<file path="config.mk">
export PLATFORM = sky130hd
export DESIGN_NAME = serial_add_seq
export DESIGN_NICKNAME = d
export VERILOG_FILES = /design/src/rtl/serial_add_seq.sv
export SDC_FILE = /design/constraint.sdc
export NUM_CORES = 1
export LEC_CHECK = 0
export ABC_AREA = 1
export BUFFER_PORTS_ARGS = -buffer_cell sky130_fd_sc_hd__buf_2
export CAP_MARGIN = 25
export CORE_MARGIN = 1
export CORE_UTILIZATION = 55
export CTS_BUF_LIST = sky130_fd_sc_hd__clkbuf_8
export DETAILED_ROUTE_END_ITERATION = 7
export GPL_TIMING_DRIVEN = 0
export PLACE_DENSITY = 0.79
export SYNTH_ARGS = -nofsm -noshare
export SYNTH_HDL_FRONTEND = slang
export SYNTH_SLANG_ARGS = --single-unit
</file>
<file path="constraint.sdc">
create_clock -name cp -period 3.76 [get_ports cp]
set_input_delay 0.376 -clock cp [delete_from_list [all_inputs] [get_ports cp]]
set_output_delay 0.376 -clock cp [all_outputs]
set_load 0.03 [all_outputs]
</file>
<file path="src/rtl/serial_add_seq.sv">
// Operand sequencer for a bit-serial adder: feeds A/B LSB-first, owns the carry state, collects the sum.
// Optional macro SERIAL_ADD_SUB_EN adds a `sub` port selecting A-B (two's complement).
module serial_add_seq #(
  parameter int unsigned WIDTH = 8
) (
  input  logic             cp,
  input  logic             rst,
  input  logic             start,
  input  logic [WIDTH-1:0] a,
  input  logic [WIDTH-1:0] b,
`ifdef SERIAL_ADD_SUB_EN
  input  logic             sub,
`endif
  output logic             busy,
  output logic             done,
  output logic [WIDTH-1:0] sum,
  output logic             cout,
  output logic             x1,
  output logic             x2,
  output logic             y,
  input  logic             z,
  input  logic             ny
);

  localparam int unsigned CNT_W = (WIDTH > 1) ? $clog2(WIDTH) : 1;
  localparam logic [CNT_W-1:0] CNT_LAST = CNT_W'(WIDTH - 1);

  typedef enum logic [1:0] {
    S_IDLE = 2'd0,
    S_RUN  = 2'd1,
    S_DONE = 2'd2
  } state_t;

  state_t           r_state;
  state_t           w_next;
  logic [WIDTH-1:0] r_sa;
  logic [WIDTH-1:0] r_sb;
  logic [WIDTH-1:0] r_ss;
  logic [WIDTH-1:0] r_sum;
  logic             r_cout;
  logic             r_carry;
  logic             r_sub_q;
  logic [CNT_W-1:0] r_cnt;
  logic             w_sub_in;
  logic             w_last;
  logic [WIDTH-1:0] w_ss_next;

`ifdef SERIAL_ADD_SUB_EN
  assign w_sub_in = sub;
`else
  assign w_sub_in = 1'b0;
`endif

  assign w_last    = (r_cnt == CNT_LAST);
  assign w_ss_next = {z, r_ss[WIDTH-1:1]};
  assign sum       = r_sum;
  assign cout      = r_cout;

  // State register
  always_ff @(posedge cp) begin
    if (rst) begin
      r_state <= S_IDLE;
    end else begin
      r_state <= w_next;
    end
  end

  // Next-state logic; start is only honoured in IDLE
  always_comb begin
    w_next = r_state;
    case (r_state)
      S_IDLE:  if (start) w_next = S_RUN;
      S_RUN:   if (w_last) w_next = S_DONE;
      S_DONE:  w_next = S_IDLE;
      default: w_next = S_IDLE;
    endcase
  end

  // Adder-facing and status outputs
  always_comb begin
    busy = 1'b0;
    done = 1'b0;
    x1   = 1'b0;
    x2   = 1'b0;
    y    = 1'b0;
    case (r_state)
      S_RUN: begin
        busy = 1'b1;
        x1   = r_sa[0];
        x2   = r_sb[0] ^ r_sub_q;
        y    = r_carry;
      end
      S_DONE: begin
        busy = 1'b1;
        done = 1'b1;
      end
      default: ;
    endcase
  end

  // Operand shifters, carry state, sum collection
  always_ff @(posedge cp) begin
    if (rst) begin
      r_sa    <= '0;
      r_sb    <= '0;
      r_ss    <= '0;
      r_sum   <= '0;
      r_cout  <= 1'b0;
      r_carry <= 1'b0;
      r_sub_q <= 1'b0;
      r_cnt   <= '0;
    end else begin
      case (r_state)
        S_IDLE: begin
          if (start) begin
            r_sa    <= a;
            r_sb    <= b;
            r_ss    <= '0;
            r_carry <= w_sub_in;
            r_sub_q <= w_sub_in;
            r_cnt   <= '0;
          end
        end
        S_RUN: begin
          r_ss    <= w_ss_next;
          r_carry <= ny;
          r_sa    <= r_sa >> 1;
          r_sb    <= r_sb >> 1;
          r_cnt   <= r_cnt + CNT_W'(1);
          if (w_last) begin
            r_sum  <= w_ss_next;
            r_cout <= ny;
          end
        end
        default: ;
      endcase
    end
  end

endmodule

</file>
# After elaboration in Yosys (flattened, before gate mapping)
# Cells that the tools add are included.
# op_classes
addsub,1
eq_ne,5
n_mux,18
reduce_logical,6
# ops
operator,n
$pmux 8 s2,3
$mux 8,3
$mux 1,6
$pmux 3 s2,1
$reduce_and 2->1,3
$mux 2,2
$ne 2x2->1 const B,2
$pmux 2 s2,1
$add 3x1->3 const B,1
$eq 3x3->1 const B,1
$mux 3,1
$eq 2x1->1 const B,1
$eq 2x2->1 const B,1
$logic_not 2->1,1
$pmux 1 s2,1
$reduce_bool 2->1,1
$reduce_or 2->1,1
# totals
register_bits,39
input_bits,21
output_inout_bits,14
word_cells,38

# Depth between registers and ports, before layout
# depth
ltp_word,3
depth_mapped,9
depth_no_buf,8

# Least setup slack after synthesis
# OpenSTA, ideal clock, no wires.
# synth_path
kind,reg-to-output
startpoint,register r_state[1]
endpoint,output y
arrival_ns,1.110
t_required_ns,3.384
slack_ns,2.274
stages_incl_launch_ff,7
n_path_buf,2
cell_sequence,dfxtp_1 -> inv_1 -> ha_1 -> buf_6 -> buf_6 -> nand2_1 -> inv_1
# synth_between
elab_chain_cells,2
# synth_rtl
item,line_no,rtl
from (decl),34,state_t r_state;
from (signal assigned),64,r_state <= w_next;
$eq 2x1->1,86,case (r_state)
$mux 1,86,
to (decl),20,"output logic y,"
# Every way passes these cells.

# Worst setup path after layout
# Same ends and word-level chain as after synthesis.

==> out/summary.log <==
INFO  clock_tree     cts_repair_resize_count=0
INFO  timing         totalNegativeSetupSlack=0ns
INFO  cells_and_area number_of_antenna_cells_inserted=0
INFO  logic_synthesis synth_top_area_share=42.1%
INFO  cells_and_area filler_cell_count=298
INFO  timing         final.min_clock_period=1.98ns
INFO  placed_design  numPlacedInstances=331
INFO  logic_synthesis syn_nets=279
INFO  drt            wire_per_inst=11.8um
INFO  drt            post-route-drc-count=0
INFO  clock_tree     numClockSinks=38
INFO  logic_synthesis postSynthCellCount=253
INFO  timing         finalCritPeriodShare=52.8%
INFO  logic_synthesis yosysUniqueCellTypes=20
INFO  cells_and_area design.final.nets=320
INFO  power          cellInternalPower=0.000744W
INFO  floorplan      die_width=59.3um
INFO  logic_synthesis post_synth_instance_area=1810squm
INFO  logic_synthesis synth-warning-count=0
INFO  logic_synthesis netlist.top_cell.by_area=sky130_fd_sc_hd__dfxtp_1
INFO  power          power.share.sequential=42.9%
INFO  timing         final_hold_viol_count=0
INFO  logic_synthesis seq_area_frac_synth=42.1%
INFO  floorplan      row_count=20
INFO  timing         worst_slew_pin_slew=0.458ns
INFO  power          power_frac_clock=33.6%
INFO  timing         rsz0062_at_grt=false
INFO  global_routing vias_in_the_first_global_route=1575
INFO  power          power.share.combinational=23.5%
INFO  clock_tree     cts-buffers-inserted=5
INFO  logic_synthesis netlist_top_cells_area=sky130_fd_sc_hd__dfxtp_1, sky130_fd_sc_hd__nand2_1, sky130_fd_sc_hd__nor2_1, sky130_fd_sc_hd__nand3_1, sky130_fd_sc_hd__nand3b_1
INFO  floorplan      die_height=59.3um
INFO  cells_and_area layoutNonFillerInstCount=338
INFO  clock_tree     htreeDepth=2
INFO  global_routing global_route_wire_length_before_repair=6870um
INFO  logic_synthesis ys_ff_latch=38
INFO  cells_and_area postLayoutCoreUtil=69.6%
INFO  worst_setup_path worst-endpoint-required=3.38ns
INFO  worst_setup_path critPathArrivalTime=1.61ns
INFO  worst_setup_path path_class=reg2out
INFO  timing         setup-violations-final=0
INFO  cells_and_area area_growth=18.7%
INFO  worst_setup_path endpoint_kind=output pin
INFO  placed_design  hpwlAfterDp=2770um
INFO  cells_and_area layout-drive-gt1-share=20.4%
INFO  power          swShare=29.1%
INFO  clock_tree     cts_setup_buffers=0
INFO  floorplan      initial_core_util=58.7%
INFO  clock_tree     clock_latency_of_the_later_clocked_register_in_the_worst_skew_pair=0.29ns
INFO  flow_run       cap_violations=0
INFO  timing         fmax=504MHz
INFO  global_routing grt_start_max_net_pins=12
INFO  timing         hold_ws=0.295ns
INFO  timing         worst_clock_skew=0.00739ns
INFO  placed_design  placement.io_buffers=34
INFO  clock_tree     clock_path_buffers=2
INFO  outcome        run_status=finished, final reports clean
INFO  placed_design  gp_routability_congestion=0.814
INFO  timing         slew_headroom=69.5%
INFO  drt            via_per_inst=5.08
INFO  timing         final_report_max_slew_violation_count=0
INFO  power          cellLeakagePower=1.07nW
INFO  clock_tree     cts_tree=yes
INFO  worst_hold_path worst_hold_path_type=in2reg
INFO  floorplan      floorplan.io_pins=35
INFO  floorplan      placeableCoreArea=3080squm
INFO  drt            antenna_violating_nets_post_route=0
INFO  drt            drtIter0Drc=103
INFO  logic_synthesis synth.avg_cell_area=7.14squm
INFO  drt            first_pass_iters=4
INFO  power          p_sw=0.000305W
INFO  clock_tree     cts-hold-fix-buffers=0
INFO  drt            via_count=1717
INFO  clock_tree     worst_setup_hold_path_clk_slew=0.07ns
INFO  global_routing total_global_routing_track_utilization=26.2%
INFO  global_routing antenna_found_initial=0
INFO  floorplan      design.die.area=3520squm
INFO  worst_setup_path crit_path_max_fanout=10
INFO  power          cell_pwr_density=490nW/um^2
INFO  global_routing remaining_global_route_overflow=0
INFO  power          worst_ir_drop_vdd=0.332mV
INFO  clock_tree     ctsRootBufferMaster=sky130_fd_sc_hd__clkbuf_8
INFO  drt            totalWireLength=3980um
INFO  worst_setup_path cp-start-kind=register
[worst paths after layout]
kind                           startpoint              endpoint  slack (ns)  cells past startpoint
setup / recovery  r_state[1]$_SDFFE_PP0P_                     y        1.78                      7
hold / removal                        rst     cout$_SDFFE_PP0P_        0.30                      2
hold reg to reg         cout$_SDFFE_PP0P_     cout$_SDFFE_PP0P_        0.47                      2
setup reg to reg  r_state[1]$_SDFFE_PP0P_  r_sa[0]$_SDFFE_PP0P_        2.28                      9
[layout by cell type, fill, tap and decap left out]
master / instances
sky130_fd_sc_hd__o21ai_1: 2
sky130_fd_sc_hd__nand3_2: 2
sky130_fd_sc_hd__a22oi_1: 2
sky130_fd_sc_hd__bufinv_16: 1
sky130_fd_sc_hd__clkbuf_1: 1
sky130_fd_sc_hd__buf_4: 3
sky130_fd_sc_hd__ha_1: 5
sky130_fd_sc_hd__buf_2: 39
sky130_fd_sc_hd__inv_2: 2
sky130_fd_sc_hd__nand2_2: 1
sky130_fd_sc_hd__dfxtp_1: 38
sky130_fd_sc_hd__clkbuf_8: 6
sky130_fd_sc_hd__clkbuf_4: 1
sky130_fd_sc_hd__buf_6: 4
sky130_fd_sc_hd__a21oi_1: 14
sky130_fd_sc_hd__nand2_1: 70
sky130_fd_sc_hd__nor2_1: 47
sky130_fd_sc_hd__o21ai_0: 8
sky130_fd_sc_hd__nand3b_1: 14
sky130_fd_sc_hd__inv_1: 12
sky130_fd_sc_hd__nand3_1: 21
sky130_fd_sc_hd__buf_8: 1
[cells by family after synthesis]
kind of cell,share of synthesized area [%]
buf+inv,9.49
compound gates,7.48
simple gates,37.4
flops,42.1
fa+ha+maj,3.47
[layout make-up]
type,count,area (sq um),share of cell area (%)
clock buffer,6,82.6,3.85
multi-input combinational,186,873,40.7
timing repair buffer,34,170,7.94
buffer,15,119,5.55
inverter,14,52.6,2.45
clock inverter,1,30.0,1.40
sequential,38,761,35.5
tap,44,55.1,2.57
[state kept, by name, indices dropped and copies added (netlist names)]
| register | cells |
|---|---|
| sum | 8 |
| r_sb | 8 |
| cout | 1 |
| r_sa | 8 |
| r_carry | 1 |
| r_state | 2 |
| r_ss | 7 |
| r_cnt | 3 |
[per-stage QoR]
stage	area (sq um)	total power, W	worst slack [ns]
final	2140	0.00105	1.78
after global routing	2140	0.00110	1.66
after CTS	2140	0.00105	1.77
after detailed placement	2030	0.000703	2.08
after global placement	2030	0.000697	2.11
after floorplan	1810	0.000645	2.27
[critical path, stage by stage, from the launching register on]
cell and delay (ns):
sky130_fd_sc_hd__dfxtp_1 0.33, sky130_fd_sc_hd__inv_1 0.09, sky130_fd_sc_hd__ha_1 0.28, sky130_fd_sc_hd__buf_6 0.18, sky130_fd_sc_hd__buf_6 0.15, sky130_fd_sc_hd__nand2_1 0.06, sky130_fd_sc_hd__inv_1 0.05, sky130_fd_sc_hd__buf_2 0.18
[metal layers]
| metal | vias to the layer above | share of wire (%) | track usage (%) |
|---|---|---|---|
| met3 | 6 | 6.1 | 7.64 |
| met2 | 63 | 45 | 40.3 |
| li1 | 887 | - | - |
| met4 | 0 | 1.2 | 9.52 |
| met1 | 761 | 48 | 34.7 |
| met5 | - | 0 | 0 |
[cells in the mapped netlist (all sizes together)]
master  count
ha          5
dfxtp      38
a22oi       2
nor2       47
inv        14
clkbuf      2
nand3b     14
o21ai      10
buf        13
a21oi      14
nand2      71
nand3      23
[power groups by stage]
| stage | combinational, W | clock, W | sequential [W] |
|---|---|---|---|
| after floorplan | 0.000190 | 0 | 0.000455 |
| after global placement | 0.000240 | 0 | 0.000457 |
| after detailed placement | 0.000244 | 0 | 0.000459 |
| after CTS | 0.000246 | 0.000353 | 0.000450 |
| after global routing | 0.000277 | 0.000370 | 0.000454 |
| final | 0.000246 | 0.000353 | 0.000450 |
(Power assumes the default switching activity.)
